`src/rtl/uart_pkg.sv`:
```
// Shared UART definitions used by the byte transmitter and the future receiver.
package uart_pkg;

  localparam int   UART_DATA_BITS  = 8;
  localparam logic UART_IDLE_LEVEL = 1'b1;

  typedef enum logic [2:0] {
    IDLE,
    START,
    DATA,
    PARITY,
    STOP
  } uart_tx_state_t;

endpackage

```
`src/rtl/uart_baud_cnt.sv`:
```
// Bit-period counter: counts clock cycles inside one UART bit and flags the
// last cycle of the bit with tick. clr holds the count at zero so every frame
// starts on a fresh bit boundary.
module uart_baud_cnt #(
  parameter int CLKS_PER_BIT = 4
) (
  input  logic clk,
  input  logic rst,
  input  logic clr,
  output logic tick
);

  localparam int W = (CLKS_PER_BIT > 1) ? $clog2(CLKS_PER_BIT) : 1;
  localparam logic [W-1:0] LAST = W'(CLKS_PER_BIT - 1);

  logic [W-1:0] cnt;

  assign tick = (cnt == LAST);

  // Count cycles within a bit, wrapping to zero after the last one
  always_ff @(posedge clk) begin
    if (rst || clr) begin
      cnt <= '0;
    end else if (tick) begin
      cnt <= '0;
    end else begin
      cnt <= cnt + W'(1);
    end
  end

endmodule

```
`src/rtl/uart_byte_tx.sv`:
```
// UART byte transmitter: takes one byte per frame from a valid/ready source
// and serializes it LSB first as start, 8 data bits, optional parity, stop.
// Optional feature: define UART_TX_PARITY_EN to insert an even parity bit
// between the last data bit and the stop bit(s).
module uart_byte_tx
  import uart_pkg::*;
#(
  parameter int CLK_HZ    = 50_000_000,
  parameter int BAUD      = 115_200,
  parameter int STOP_BITS = 1
) (
  input  logic                      clk,
  input  logic                      rst,
  input  logic [UART_DATA_BITS-1:0] di,
  input  logic                      diValid,
  output logic                      diReady,
  output logic                      txd,
  output logic                      busy
);

  localparam int CLKS_PER_BIT = CLK_HZ / BAUD;
  localparam logic STOP_LAST  = 1'(STOP_BITS - 1);

  if (CLKS_PER_BIT < 2) begin : g_bad_rate
    $error("uart_byte_tx: CLK_HZ/BAUD must be at least 2");
  end
  if (STOP_BITS != 1 && STOP_BITS != 2) begin : g_bad_stop
    $error("uart_byte_tx: STOP_BITS must be 1 or 2");
  end

  uart_tx_state_t state, state_n;
  logic [UART_DATA_BITS-1:0] shreg, shreg_n;
  logic [2:0] bitcnt, bitcnt_n;
  logic       stopcnt, stopcnt_n;
  logic       txd_n;
  logic       tick;
  logic       accept;

  assign accept  = diValid && (state == IDLE);
  assign diReady = (state == IDLE);
  assign busy    = (state != IDLE);

  uart_baud_cnt #(
    .CLKS_PER_BIT(CLKS_PER_BIT)
  ) u_baud (
    .clk (clk),
    .rst (rst),
    .clr (state == IDLE),
    .tick(tick)
  );

`ifdef UART_TX_PARITY_EN
  logic parity;

  // Even parity is taken from the byte as accepted, not from the shifting copy
  always_ff @(posedge clk) begin
    if (rst) begin
      parity <= 1'b0;
    end else if (accept) begin
      parity <= ^di;
    end
  end
`endif

  // Frame sequencing, shifting and the line level for the coming cycle
  always_comb begin
    state_n   = state;
    shreg_n   = shreg;
    bitcnt_n  = bitcnt;
    stopcnt_n = stopcnt;
    case (state)
      IDLE: begin
        if (accept) begin
          state_n   = START;
          shreg_n   = di;
          bitcnt_n  = 3'd0;
          stopcnt_n = 1'b0;
        end
      end
      START: begin
        if (tick) begin
          state_n = DATA;
        end
      end
      DATA: begin
        if (tick) begin
          shreg_n  = {1'b0, shreg[UART_DATA_BITS-1:1]};
          bitcnt_n = bitcnt + 3'd1;
          if (bitcnt == 3'd7) begin
`ifdef UART_TX_PARITY_EN
            state_n = PARITY;
`else
            state_n = STOP;
`endif
          end
        end
      end
`ifdef UART_TX_PARITY_EN
      PARITY: begin
        if (tick) begin
          state_n = STOP;
        end
      end
`endif
      STOP: begin
        if (tick) begin
          if (stopcnt == STOP_LAST) begin
            state_n   = IDLE;
            stopcnt_n = 1'b0;
          end else begin
            stopcnt_n = stopcnt + 1'b1;
          end
        end
      end
      default: begin
        state_n = IDLE;
      end
    endcase

    txd_n = UART_IDLE_LEVEL;
    case (state_n)
      START:   txd_n = 1'b0;
      DATA:    txd_n = shreg_n[0];
`ifdef UART_TX_PARITY_EN
      PARITY:  txd_n = parity;
`endif
      default: txd_n = UART_IDLE_LEVEL;
    endcase
  end

  // State, datapath and the registered line output
  always_ff @(posedge clk) begin
    if (rst) begin
      state   <= IDLE;
      shreg   <= '0;
      bitcnt  <= 3'd0;
      stopcnt <= 1'b0;
      txd     <= UART_IDLE_LEVEL;
    end else begin
      state   <= state_n;
      shreg   <= shreg_n;
      bitcnt  <= bitcnt_n;
      stopcnt <= stopcnt_n;
      txd     <= txd_n;
    end
  end

endmodule

```
`config.mk`:
```
export PLATFORM = sky130hd
export DESIGN_NAME = uart_byte_tx
export DESIGN_NICKNAME = d
export VERILOG_FILES = /design/src/rtl/uart_pkg.sv /design/src/rtl/uart_baud_cnt.sv /design/src/rtl/uart_byte_tx.sv
export SDC_FILE = /design/constraint.sdc
export NUM_CORES = 1
export LEC_CHECK = 0
export ABC_AREA = 1
export BUFFER_PORTS_ARGS = -buffer_cell sky130_fd_sc_hd__buf_2
export CAP_MARGIN = 20
export CORE_MARGIN = 2
export CORE_UTILIZATION = 38
export CTS_CLUSTER_SIZE = 25
export DETAILED_ROUTE_END_ITERATION = 6
export PLACE_DENSITY = 0.66
export SLEW_MARGIN = 20
export SYNTH_ARGS = -nofsm -noshare
export SYNTH_HDL_FRONTEND = slang
export SYNTH_SLANG_ARGS = --single-unit
```
`constraint.sdc`:
```
create_clock -name clk -period 2.2 [get_ports clk]
set_clock_uncertainty 0.2 [all_clocks]
set_input_delay 0.44 -clock clk [delete_from_list [all_inputs] [get_ports clk]]
set_output_delay 0.44 -clock clk [all_outputs]
set_load 0.1 [all_outputs]
```
==> results.txt <==
- Root cell of the clock tree: sky130_fd_sc_hd__clkbuf_4
- The first detailed-routing pass ran for 4 iterations.
* Library cell occupying the most area in the post-synthesis netlist: sky130_fd_sc_hd__dfxtp_1
- Along the worst path, the maximum fanout reaches 4.
- Post-synth ARST share: 0%
- Setup Crit Path Kind: flip-flop to primary output
* Register bit count reported by yosys: 24
- Of the synthesized area, sequential elements account for 39.02%.
- Biggest area contributors in the synthesized netlist: sky130_fd_sc_hd__dfxtp_1, sky130_fd_sc_hd__nand2_1, sky130_fd_sc_hd__nor2_1, sky130_fd_sc_hd__nand4_1, sky130_fd_sc_hd__inv_1
- On the critical path, the stage with the largest delay is an instance of sky130_fd_sc_hd__buf_2.
- TritonCTS built the clock tree.
- Maximum frequency from static timing analysis: 483.3 MHz
- Once layout is done, the placed cells without fillers occupy 1406 um^2.
- The initial antenna violation count came to 0.
- Depth of the most critical reg-to-reg path: 8
- Final clock period utilization by the worst path: 94.05%
* Data arrival at the endpoint of the critical path: 1.43 ns
- Total gr overflow: 0
* Inserted Diodes: 0
- Post-CTS Setup Repair Bufs: 0
- The cell family contributing the most delay on the critical path is buffers and inverters.
* Drt via density: 4.528
* Number of routed nets with antenna violations: 0
* Remaining max-slew budget at the tightest pin: 67.97%
* DRC violation total after the first TritonRoute iteration: 19
- Max-cap violations in this run came to 0.
- After detailed placement, the total cell area comes to 1354 um^2.
- Summing every instance area after synthesis gives 1231 um^2.
* Hold violation count in the final report: 0
- In the routed design, unresolved DRC markers number 0.
- Startpoint Class: flip-flop
- Yosys mapped a number of flops with a built-in enable equal to 0.
- Ordered list of cells on the worst path: nor2_2 > nand2_2 > clkinvlp_4 > buf_2
* Synthesized net count: 184
- The floorplan step defined a die boundary enclosing 3711 um^2.
* Worst-margin pin slew: 0.4838 ns
* Area share of the largest cell type after synthesis: 39.02%
- Share of final-layout standard cells stronger than drive strength 1: 21.08%
* Count of buffers inserted at the top-level ports: 13
- Number of global-route vias before repair: 874
- Counting instances, the worst hold path has a depth of 3.
- Counting instances in the post-synthesis netlist gives the leading cell types as sky130_fd_sc_hd__nand2_1, sky130_fd_sc_hd__nor2_1, sky130_fd_sc_hd__dfxtp_1, sky130_fd_sc_hd__inv_1.
- Post-cts gate resize count: 0
- Across the whole layout, storage elements account for 480.5 um^2.
* Source-to-sink clock delay at the later pin of the worst-skew pair: 0.31 ns
- Setup violations remaining at the end of the flow were counted as 0.
- End of the worst register-to-register path: shreg[2]
- Peak supply drop: 0.2718 mV
- In this run the number of H-tree levels came out at 1.
- Outcome: completed
- At the worst endpoint, the required time is 1.56 ns.
- The worst register-to-register path has a setup slack of 0.53 ns.
- Startpoint of the worst register-to-register path: u_baud.cnt[0]
- Entering global routing, the biggest net connects 15 pins.
- Number of CTS-inserted buffers: 3
- For this design, the sink count on the clock tree is 24.
- The tightest hold path in the finished design has a slack of 0.1661 ns.
* Yosys warns: 0
- The path with the worst hold slack has its endpoint at shreg[7].
- CP Buf/Inv Count: 2
* Pins over their slew limit: 0
- Overall die height: 60.92 um
- Synthesis produced 169 cells.
- Total Negative Setup Slacks: 0 ns
- Setup slack on the critical path of the routed design comes to 0.1310 ns.
- The worst hold path begins at di[7].
* # nets final: 201
- Leakage Power: 0.6257 nW
- Clock-pin slew of the registers on the worst-case setup and hold paths: 0.13 ns
- Post-detailed-route wirelength per cell: 9.201 um
- Overall Global Routing Usage: 13.47%
- Crit end category: primary output
- After filler insertion, the fill cell instance count of the layout stands at 322.
- Total number of placement rows: 20
- Crit path largest cell delay: 0.41 ns
- At the end of routability-driven placement, the weighted congestion stood at 0.7418.
- The multi-input combinational cells in the finished layout cover a total of 663.1 um^2.
- The worst path in the final design needs a cycle of 2.069 ns, including I/O delays and setup.
- Total half-perimeter wirelength after legalization and detailed placement: 1589 um
* Die Width: 60.92 um
* Count of boundary I/O pins: 14
* Clock Tree Buf Depth: 2
- Initial Utilization: 40.00%
- Via count: 1,037
- In this run the worst hold path is classified as primary input to flip-flop.
* Global-route wire length before repair: 3781 um
- Compared with the post-synthesis result, the final layout area differs by 14.23%.
- Yosys mapped the design onto 25 distinct sky130hd cell types.
* Dominant register cell in the synthesized netlist: sky130_fd_sc_hd__dfxtp_1
* Final wirelength: 2107 um
* RSZ-0062 raised after global routing: no
- Hold buffer count at cts: 0
- Each instance of the synthesized netlist takes up on average 7.285 um^2.
* Setup Slack @ Placement: 0.4793 ns
- Core ar.: 3078 um^2
- Among all cell types in the netlist, the one instantiated most often is sky130_fd_sc_hd__nand2_1.
- In this run the power density over the cells is 623.3 nW/um^2.
[sequential cells by signal, summed over array words and instances, names as in the netlist]
register and flops:
txd 1, shreg 8, u_baud.cnt 9, state 3
bitcnt 3
[final cells by class]
| type | instances | area share [%] |
|---|---|---|
| Inverter | 23 | 6.406 |
| Sequential cell | 24 | 34.16 |
| Timing Repair Buffer | 13 | 4.626 |
| Clock inverter | 1 | 2.135 |
| Multi-Input combinational cell | 121 | 47.15 |
| Tap cell | 44 | 3.915 |
| Clock buffer | 3 | 1.601 |
[worst min-delay path, cell delays in order]
cell                      delay (ns)
sky130_fd_sc_hd__buf_2          0.09
sky130_fd_sc_hd__nand2_1        0.05
sky130_fd_sc_hd__a21oi_1        0.06
[layout by cell type (no fill, tap or decap)]
master,instances
sky130_fd_sc_hd__a21oi_1,9
sky130_fd_sc_hd__a21oi_2,2
sky130_fd_sc_hd__buf_2,13
sky130_fd_sc_hd__bufinv_16,1
sky130_fd_sc_hd__clkbuf_4,3
sky130_fd_sc_hd__clkinv_1,1
sky130_fd_sc_hd__clkinvlp_4,1
sky130_fd_sc_hd__dfxtp_1,24
sky130_fd_sc_hd__ha_1,4
sky130_fd_sc_hd__inv_1,17
sky130_fd_sc_hd__inv_2,4
sky130_fd_sc_hd__nand2_1,35
sky130_fd_sc_hd__nand2_2,3
sky130_fd_sc_hd__nand2_4,3
sky130_fd_sc_hd__nand3_1,11
sky130_fd_sc_hd__nand3_2,2
sky130_fd_sc_hd__nand3_4,1
sky130_fd_sc_hd__nand3b_1,1
sky130_fd_sc_hd__nand4_1,11
sky130_fd_sc_hd__nor2_1,29
sky130_fd_sc_hd__nor2_2,1
sky130_fd_sc_hd__nor2_4,2
sky130_fd_sc_hd__nor2_8,1
sky130_fd_sc_hd__nor3_1,2
sky130_fd_sc_hd__nor3_2,1
sky130_fd_sc_hd__o21ai_0,1
sky130_fd_sc_hd__or2_2,1
sky130_fd_sc_hd__xnor2_1,1
[metal layers]
metal	GRT usage (%)	vias to the layer above	wire, um
li1	-	576	-
met2	19.20	13	862
met3	2.559	4	47
met5	0	-	0
met4	4.658	0	34
met1	20.21	444	1163
[stage by stage]
stage          std cells  total power [mW]  util (%)
2_1_floorplan        169            0.5508         -
3_3_place_gp         225            0.5755     43.98
3_5_place_dp         225            0.5754     43.98
4_1_cts              229            0.8901     45.69
5_1_grt              229            0.9224     45.69
6_report             229            0.8766     45.69
[worst max-delay path by stage]
stage | startpoint | slack, ns | end | cells after the start
2_1_floorplan | state[2] | 0.04 | diReady | 3
3_3_place_gp | state[2] | 0.49 | diReady | 4
3_5_place_dp | state[2] | 0.48 | diReady | 4
4_1_cts | state[2] | 0.11 | diReady | 4
5_1_grt | state[2] | 0.03 | diReady | 4
6_report | state[2] | 0.13 | diReady | 4
[power by group]
| part | internal (mW) | total (mW) | switching [mW] |
|---|---|---|---|
| combinational | 0.0291 | 0.110 | 0.0806 |
| clock | 0.184 | 0.312 | 0.127 |
| sequential | 0.448 | 0.455 | 0.00693 |
| total | 0.662 | 0.877 | 0.215 |
[kinds of logic (layout without fill, tap and decap cells)]
logic type	after synthesis	count (layout)	synth area share (%)
and+or+nand+nor	104	104	43.39
DFF	24	24	39.02
buffers and inverters	24	40	7.316
AOI/OAI and AO/OA	12	12	5.487
xor gates and xnor gates	1	1	0.7115
adders and majority gates	4	4	4.065
Note: power is estimated with default switching activity, not from simulation.
